<file path="src/rtl/wshb_arbiter_pkg.sv">
// Shared types and constants for the two-master Wishbone arbiter.
// Holds the arbiter state encoding, master indices and the default hold quota.
package wshb_arb_pkg;

    typedef enum logic [1:0] {
        IDLE = 2'd0,
        GNT0 = 2'd1,
        GNT1 = 2'd2
    } arb_state_e;

    localparam logic M0 = 1'b0;
    localparam logic M1 = 1'b1;

    localparam int DEFAULT_QUOTA = 64;

endpackage

</file>
<file path="src/rtl/wshb_arbiter_if.sv">
// Classic Wishbone bundle; master drives the request side, slave returns ack/data.
// No pipelining, no stall, no err/retry: a transfer completes on ack.
interface wshb_if #(
    parameter int AW = 32
);
    logic          cyc;
    logic          stb;
    logic          we;
    logic [AW-1:0] adr;
    logic [31:0]   dat_ms;
    logic [3:0]    sel;
    logic [2:0]    cti;
    logic [1:0]    bte;
    logic          ack;
    logic [31:0]   dat_sm;

    modport master (
        output cyc, stb, we, adr, dat_ms, sel, cti, bte,
        input  ack, dat_sm
    );

    modport slave (
        input  cyc, stb, we, adr, dat_ms, sel, cti, bte,
        output ack, dat_sm
    );
endinterface

</file>
<file path="src/rtl/wshb_arbiter_mux.sv">
// Two-to-one Wishbone mux steered by the arbiter state; purely combinational, zero latency.
// Backpressure: ack is routed only to the selected master, read data is broadcast.
module wshb_arb_mux
    import wshb_arb_pkg::*;
#(
    parameter int AW = 32
) (
    input  arb_state_e  state_i,
    wshb_if.slave       s0,
    wshb_if.slave       s1,
    wshb_if.master      m
);

    logic [AW-1:0] adr_mux;

    always_comb begin
        m.cyc    = 1'b0;
        m.stb    = 1'b0;
        m.we     = 1'b0;
        adr_mux  = '0;
        m.dat_ms = '0;
        m.sel    = '0;
        m.cti    = '0;
        m.bte    = '0;
        s0.ack   = 1'b0;
        s1.ack   = 1'b0;
        case (state_i)
            GNT0: begin
                m.cyc    = s0.cyc;
                // stb is qualified by cyc so the slave never sees a stray strobe
                m.stb    = s0.cyc & s0.stb;
                m.we     = s0.we;
                adr_mux  = s0.adr;
                m.dat_ms = s0.dat_ms;
                m.sel    = s0.sel;
                m.cti    = s0.cti;
                m.bte    = s0.bte;
                s0.ack   = m.ack;
            end
            GNT1: begin
                m.cyc    = s1.cyc;
                m.stb    = s1.cyc & s1.stb;
                m.we     = s1.we;
                adr_mux  = s1.adr;
                m.dat_ms = s1.dat_ms;
                m.sel    = s1.sel;
                m.cti    = s1.cti;
                m.bte    = s1.bte;
                s1.ack   = m.ack;
            end
            default: ;
        endcase
    end

    assign m.adr     = adr_mux;
    assign s0.dat_sm = m.dat_sm;
    assign s1.dat_sm = m.dat_sm;

endmodule

</file>
<file path="src/rtl/wshb_arbiter.sv">
// Round-robin arbiter sharing one Wishbone slave between two masters with a per-grant ack quota.
// Grant 1 cycle after request from IDLE, 0-cycle handover; losing master stalls with cyc held.
module wshb_arbiter
    import wshb_arb_pkg::*;
#(
    parameter int QUOTA = DEFAULT_QUOTA,
    parameter int AW    = 32
) (
    input  logic       clk,
    input  logic       rst_n,
    wshb_if.slave      wshb_ifs0,
    wshb_if.slave      wshb_ifs1,
    wshb_if.master     wshb_ifm,
    output logic [1:0] grant
);

    localparam int HW = $clog2(QUOTA + 1);
    localparam logic [HW-1:0] HCNT_MAX  = HW'(QUOTA);
    localparam logic [HW-1:0] HCNT_LAST = HW'(QUOTA - 1);

    arb_state_e    state_q, state_d, mux_state;
    logic          last_gnt_q, last_gnt_d;
    logic [HW-1:0] hcnt_q, hcnt_d;
    logic [1:0]    grant_q, grant_d;
    logic          c0, c1, slv_ack, quota_hit;

    assign c0      = wshb_ifs0.cyc;
    assign c1      = wshb_ifs1.cyc;
    assign slv_ack = wshb_ifm.ack;
    // >= also covers a saturated counter when the other master shows up late
    assign quota_hit = slv_ack && (hcnt_q >= HCNT_LAST);

    always_comb begin
        state_d = state_q;
        case (state_q)
            IDLE: begin
                if (c0 && c1)  state_d = (last_gnt_q == M0) ? GNT1 : GNT0;
                else if (c0)   state_d = GNT0;
                else if (c1)   state_d = GNT1;
            end
            GNT0: begin
                if (!c0)                  state_d = c1 ? GNT1 : IDLE;
                else if (c1 && quota_hit) state_d = GNT1;
            end
            GNT1: begin
                if (!c1)                  state_d = c0 ? GNT0 : IDLE;
                else if (c0 && quota_hit) state_d = GNT0;
            end
            default: state_d = IDLE;
        endcase
    end

    always_comb begin
        hcnt_d     = hcnt_q;
        last_gnt_d = last_gnt_q;
        if (state_d != state_q) begin
            hcnt_d = '0;
            if (state_d == GNT0) last_gnt_d = M0;
            if (state_d == GNT1) last_gnt_d = M1;
        end else if (state_q != IDLE && slv_ack && hcnt_q != HCNT_MAX) begin
            hcnt_d = hcnt_q + HW'(1);
        end
        grant_d = {state_d == GNT1, state_d == GNT0};
    end

    always_ff @(posedge clk) begin
        if (!rst_n) begin
            state_q    <= IDLE;
            last_gnt_q <= M1;
            hcnt_q     <= '0;
            grant_q    <= 2'b00;
        end else begin
            state_q    <= state_d;
            last_gnt_q <= last_gnt_d;
            hcnt_q     <= hcnt_d;
            grant_q    <= grant_d;
        end
    end

    // Reset closes the bus in the same cycle, so an in-flight ack is dropped
    assign mux_state = rst_n ? state_q : IDLE;
    assign grant     = rst_n ? grant_q : 2'b00;

    wshb_arb_mux #(.AW(AW)) u_mux (
        .state_i (mux_state),
        .s0      (wshb_ifs0),
        .s1      (wshb_ifs1),
        .m       (wshb_ifm)
    );

endmodule

</file>
<file path="src/flat_wrapper.sv">
// flat-port wrapper written by rule: the top's interface ports become plain ports
module wshb_arbiter_flat import wshb_arb_pkg::*;
#(
    parameter int QUOTA = DEFAULT_QUOTA,
    parameter int AW    = 32
)
  (clk, rst_n, grant, wshb_ifs0_cyc, wshb_ifs0_stb, wshb_ifs0_we, wshb_ifs0_adr, wshb_ifs0_dat_ms, wshb_ifs0_sel, wshb_ifs0_cti, wshb_ifs0_bte, wshb_ifs0_ack, wshb_ifs0_dat_sm, wshb_ifs1_cyc, wshb_ifs1_stb, wshb_ifs1_we, wshb_ifs1_adr, wshb_ifs1_dat_ms, wshb_ifs1_sel, wshb_ifs1_cti, wshb_ifs1_bte, wshb_ifs1_ack, wshb_ifs1_dat_sm, wshb_ifm_cyc, wshb_ifm_stb, wshb_ifm_we, wshb_ifm_adr, wshb_ifm_dat_ms, wshb_ifm_sel, wshb_ifm_cti, wshb_ifm_bte, wshb_ifm_ack, wshb_ifm_dat_sm);
  wshb_if #(.AW(AW)) wshb_ifs0_i ();
  wshb_if #(.AW(AW)) wshb_ifs1_i ();
  wshb_if #(.AW(AW)) wshb_ifm_i ();
  input  logic clk;
  input  logic rst_n;
  output logic [1:0] grant;
  input wire logic [$bits(wshb_ifs0_i.cyc)-1:0] wshb_ifs0_cyc;
  input wire logic [$bits(wshb_ifs0_i.stb)-1:0] wshb_ifs0_stb;
  input wire logic [$bits(wshb_ifs0_i.we)-1:0] wshb_ifs0_we;
  input wire logic [$bits(wshb_ifs0_i.adr)-1:0] wshb_ifs0_adr;
  input wire logic [$bits(wshb_ifs0_i.dat_ms)-1:0] wshb_ifs0_dat_ms;
  input wire logic [$bits(wshb_ifs0_i.sel)-1:0] wshb_ifs0_sel;
  input wire logic [$bits(wshb_ifs0_i.cti)-1:0] wshb_ifs0_cti;
  input wire logic [$bits(wshb_ifs0_i.bte)-1:0] wshb_ifs0_bte;
  output wire logic [$bits(wshb_ifs0_i.ack)-1:0] wshb_ifs0_ack;
  output wire logic [$bits(wshb_ifs0_i.dat_sm)-1:0] wshb_ifs0_dat_sm;
  input wire logic [$bits(wshb_ifs1_i.cyc)-1:0] wshb_ifs1_cyc;
  input wire logic [$bits(wshb_ifs1_i.stb)-1:0] wshb_ifs1_stb;
  input wire logic [$bits(wshb_ifs1_i.we)-1:0] wshb_ifs1_we;
  input wire logic [$bits(wshb_ifs1_i.adr)-1:0] wshb_ifs1_adr;
  input wire logic [$bits(wshb_ifs1_i.dat_ms)-1:0] wshb_ifs1_dat_ms;
  input wire logic [$bits(wshb_ifs1_i.sel)-1:0] wshb_ifs1_sel;
  input wire logic [$bits(wshb_ifs1_i.cti)-1:0] wshb_ifs1_cti;
  input wire logic [$bits(wshb_ifs1_i.bte)-1:0] wshb_ifs1_bte;
  output wire logic [$bits(wshb_ifs1_i.ack)-1:0] wshb_ifs1_ack;
  output wire logic [$bits(wshb_ifs1_i.dat_sm)-1:0] wshb_ifs1_dat_sm;
  output wire logic [$bits(wshb_ifm_i.cyc)-1:0] wshb_ifm_cyc;
  output wire logic [$bits(wshb_ifm_i.stb)-1:0] wshb_ifm_stb;
  output wire logic [$bits(wshb_ifm_i.we)-1:0] wshb_ifm_we;
  output wire logic [$bits(wshb_ifm_i.adr)-1:0] wshb_ifm_adr;
  output wire logic [$bits(wshb_ifm_i.dat_ms)-1:0] wshb_ifm_dat_ms;
  output wire logic [$bits(wshb_ifm_i.sel)-1:0] wshb_ifm_sel;
  output wire logic [$bits(wshb_ifm_i.cti)-1:0] wshb_ifm_cti;
  output wire logic [$bits(wshb_ifm_i.bte)-1:0] wshb_ifm_bte;
  input wire logic [$bits(wshb_ifm_i.ack)-1:0] wshb_ifm_ack;
  input wire logic [$bits(wshb_ifm_i.dat_sm)-1:0] wshb_ifm_dat_sm;
  assign wshb_ifs0_i.cyc = wshb_ifs0_cyc;
  assign wshb_ifs0_i.stb = wshb_ifs0_stb;
  assign wshb_ifs0_i.we = wshb_ifs0_we;
  assign wshb_ifs0_i.adr = wshb_ifs0_adr;
  assign wshb_ifs0_i.dat_ms = wshb_ifs0_dat_ms;
  assign wshb_ifs0_i.sel = wshb_ifs0_sel;
  assign wshb_ifs0_i.cti = wshb_ifs0_cti;
  assign wshb_ifs0_i.bte = wshb_ifs0_bte;
  assign wshb_ifs0_ack = wshb_ifs0_i.ack;
  assign wshb_ifs0_dat_sm = wshb_ifs0_i.dat_sm;
  assign wshb_ifs1_i.cyc = wshb_ifs1_cyc;
  assign wshb_ifs1_i.stb = wshb_ifs1_stb;
  assign wshb_ifs1_i.we = wshb_ifs1_we;
  assign wshb_ifs1_i.adr = wshb_ifs1_adr;
  assign wshb_ifs1_i.dat_ms = wshb_ifs1_dat_ms;
  assign wshb_ifs1_i.sel = wshb_ifs1_sel;
  assign wshb_ifs1_i.cti = wshb_ifs1_cti;
  assign wshb_ifs1_i.bte = wshb_ifs1_bte;
  assign wshb_ifs1_ack = wshb_ifs1_i.ack;
  assign wshb_ifs1_dat_sm = wshb_ifs1_i.dat_sm;
  assign wshb_ifm_cyc = wshb_ifm_i.cyc;
  assign wshb_ifm_stb = wshb_ifm_i.stb;
  assign wshb_ifm_we = wshb_ifm_i.we;
  assign wshb_ifm_adr = wshb_ifm_i.adr;
  assign wshb_ifm_dat_ms = wshb_ifm_i.dat_ms;
  assign wshb_ifm_sel = wshb_ifm_i.sel;
  assign wshb_ifm_cti = wshb_ifm_i.cti;
  assign wshb_ifm_bte = wshb_ifm_i.bte;
  assign wshb_ifm_i.ack = wshb_ifm_ack;
  assign wshb_ifm_i.dat_sm = wshb_ifm_dat_sm;
  wshb_arbiter #(.QUOTA(QUOTA), .AW(AW)) u_core (.clk(clk), .rst_n(rst_n), .wshb_ifs0(wshb_ifs0_i), .wshb_ifs1(wshb_ifs1_i), .wshb_ifm(wshb_ifm_i), .grant(grant));
endmodule
</file>
<file path="config.mk">
export PLATFORM = sky130hd
export DESIGN_NAME = wshb_arbiter_flat
export DESIGN_NICKNAME = d
export VERILOG_FILES = /design/src/rtl/wshb_arbiter_pkg.sv /design/src/rtl/wshb_arbiter_if.sv /design/src/rtl/wshb_arbiter_mux.sv /design/src/rtl/wshb_arbiter.sv /design/src/flat_wrapper.sv
export SDC_FILE = /design/constraint.sdc
export NUM_CORES = 1
export LEC_CHECK = 0
export ABC_AREA = 1
export BUFFER_PORTS_ARGS = -buffer_cell sky130_fd_sc_hd__buf_2
export CORE_AREA = 2 2 130 132
export CTS_CLUSTER_SIZE = 28
export DETAILED_ROUTE_END_ITERATION = 12
export DIE_AREA = 0 0 132 134
export PLACE_DENSITY = 0.49
export SYNTH_ARGS = -nofsm -noshare
export SYNTH_HDL_FRONTEND = slang
export SYNTH_SLANG_ARGS = --single-unit
export TNS_END_PERCENT = 5
</file>
<file path="constraint.sdc">
create_clock -name clk -period 2.7 [get_ports clk]
set_clock_uncertainty 0.2 [all_clocks]
set_input_delay 0.135 -clock clk [delete_from_list [all_inputs] [get_ports clk]]
set_output_delay 0.135 -clock clk [all_outputs]
set_load 0.02 [all_outputs]
</file>
==> flow_summary.ini <==
[run_status]
status = completed

[yosys]
ys_seq_area_frac = 0.1022
yosys.cell_types.count = 23
yosysWarnings = 0
netlist_area_mm2 = 0.002351
syn-num-nets = 634
syn_avg_cell_area_um2 = 5.331
syn-instance-count = 441
postSynthRegisterBits = 12

[cts]
root_buffer = clkbuf_16
hold_buffers = 1
cts_buffers = 3
post-cts-setup-buffer-count = 0
clockBufferDepth = 2
tritoncts = done
post_cts_resized = 0
clkLatencyLatePin_ps = 240
clock_tree.htree_level_count = 1
clock-sinks = 12

[final_layout]
fraction_of_final_layout_cells_sized_beyond_drive_strength_1 = 0.4293
n_antenna_cell = 0
filler_cell_count = 1904
final-seq-area_um2 = 240.2
final_nets = 789
areaGrowthSynthToFinish_pct = 43.11
multi_input_comb_area_mm2 = 0.001414
final_util = 0.2065

[critical_path]
crit_type = in2out
crit_path_max_fanout = 46
setup.worst_path.start_class = input pin
critPathRequiredTime_ps = 2370
worst_r2r_path_depth = 15
endpoint_kind = output pin
worstPathArrival_ps = 2150

[routing]
vias = 3093
drc_errors = 0
drt-pass1-iter-count = 4
drt.antenna.violating_nets = 0
vias_per_cell = 3.800
first_iter_violations = 81
wirelength_mm = 9.244
routed_wire_length_per_instance_um = 11.36

[floorplan]
die_h_um = 134
num_io_pins = 331
starting_density = 0.1443
die_w_um = 132
row_count = 47
core_mm2 = 0.01629
die-area_mm2 = 0.01769

[timing]
fin_setup_tns_ps = 0
max_slew.worst_pin.slew_ps = 484.9
slew_violations = 0
layout_min_cycle_time_ps = 2481
final.hold.worst_slack_ps = 70.01
final_hold_viol_count = 0
achievable-frequency_mhz = 403.1
min_period_over_period = 0.9187
max_slew_margin = 0.6767
finalSetupViolations = 0
rsz_0062_raised_after_global_routing = false

[global_routing]
grt_max_degree = 53
antenna_found_initial = 0
first_global_vias = 2748
overflow_after_grt = 0
wire_length_of_the_first_global_routing_pass_mm = 13.88
grt.total_usage = 0.09413

[place]
port_buffers = 234
dp_hpwl_mm = 7.350
gp_routability_congestion = 0.7808

[power]
max-vdd-ir-drop_mv = 0.1411
power.density_cell_area_mw_per_mm2 = 307.1
p_leak_nw = 1.692
design_power_total_w = 0.001033

[min_path]
min-delay-path-class = in2out
worstHoldPathCells = 0

[run]
maxCapViolCount = 0
-- worst paths after layout --
kind / from / endpoint / slack, ps
setup / recovery: rst_n / wshb_ifm_adr[5] / 220
hold / removal: wshb_ifm_dat_sm[4] / wshb_ifs0_dat_sm[4] / 70
setup reg to reg: u_core.hcnt_q[0] / u_core.last_gnt_q / 610
hold reg to reg: u_core.last_gnt_q / u_core.last_gnt_q / 270
-- where the power goes --
part           switching, W  internal, W  total, W  leakage, nW
Combinational      0.000344     0.000208  0.000551         1.56
Sequential        0.0000143     0.000196  0.000210       0.0977
Clock             0.0000789     0.000193  0.000272       0.0370
Total              0.000437     0.000597   0.00103         1.69
-- per-layer routing --
metal | vias up | GRT usage | part of all wire
li1 | 1617 | - | -
met1 | 1266 | 0.1163 | 0.42
met2 | 193 | 0.1563 | 0.45
met3 | 17 | 0.03326 | 0.11
met4 | 0 | 0.02355 | 0.016
met5 | - | 0 | 0
-- cell type report --
cell class,count,share of cell area
well taps,220,0.08181
inverters,29,0.03235
clock buffers,3,0.02231
repair buffers,241,0.3719
flip-flops and latches,12,0.07140
multi-input cells,309,0.4202
-- metrics by stage --
step	setup slack (ps)	cells	cell area (um2)
2_1_floorplan	640.0	441	2351
5_1_grt	31.97	814	3364
3_5_place_dp	623.7	810	3279
3_3_place_gp	634.3	810	3279
6_report	219.5	814	3364
4_1_cts	225.4	814	3364
-- logic make-up (layout without fill, tap and decap cells) --
logic type | after synthesis | count (layout) | share of synthesized area
compound gates | 82 | 82 | 0.1804
fa+ha+maj | 6 | 6 | 0.03193
xor+xnor | 4 | 4 | 0.01490
simple gates | 217 | 217 | 0.3720
buf+inv | 120 | 273 | 0.2986
flops | 12 | 12 | 0.1022
-- synthesized netlist by cell type --
| master | count | area [um2] |
|---|---|---|
| inv_1 | 29 | 108.9 |
| xor2_1 | 3 | 26.28 |
| o211ai_2 | 1 | 12.51 |
| nor3_2 | 1 | 10.01 |
| o21ai_0 | 2 | 10.01 |
| nand2_2 | 3 | 18.77 |
| a21oi_2 | 1 | 8.760 |
| clkbuf_1 | 15 | 56.30 |
| buf_2 | 3 | 15.01 |
| nand3_2 | 3 | 30.03 |
| ha_1 | 6 | 75.07 |
| nand2_1 | 178 | 668.1 |
| buf_6 | 1 | 11.26 |
| buf_1 | 8 | 30.03 |
| dfxtp_1 | 12 | 240.2 |
| buf_4 | 64 | 480.5 |
| a21oi_1 | 77 | 385.4 |
| nor2_4 | 1 | 11.26 |
| nand3_1 | 12 | 60.06 |
| xnor2_1 | 1 | 8.760 |
| o211ai_1 | 1 | 7.510 |
| nor2_1 | 15 | 56.30 |
| nor3_1 | 4 | 20.02 |
-- cell usage in the layout, fill, tap and decap left out, drive strengths merged, types with 3 or more instances in the layout --
cell type,count
a21oi,78
nand2,181
inv,29
nor3,5
ha,6
nand3,15
dfxtp,12
xor2,3
buf,240
clkbuf,3
nor2,16
-- registers in the layout, summed over array words and instances (netlist names) --
register	flops
u_core.grant_q	2
u_core.hcnt_q	7
u_core.last_gnt_q	1
u_core.state_q	2
-- critical path: stages --
cell and delay [ps]:
dlygate4sd3_1 510, buf_2 210, nand2_1 100, inv_1 70, ha_2 170, buf_4 390
nand2_1 110, a21oi_1 200, buf_2 200
No activity file was read; power rests on OpenSTA's default activity.
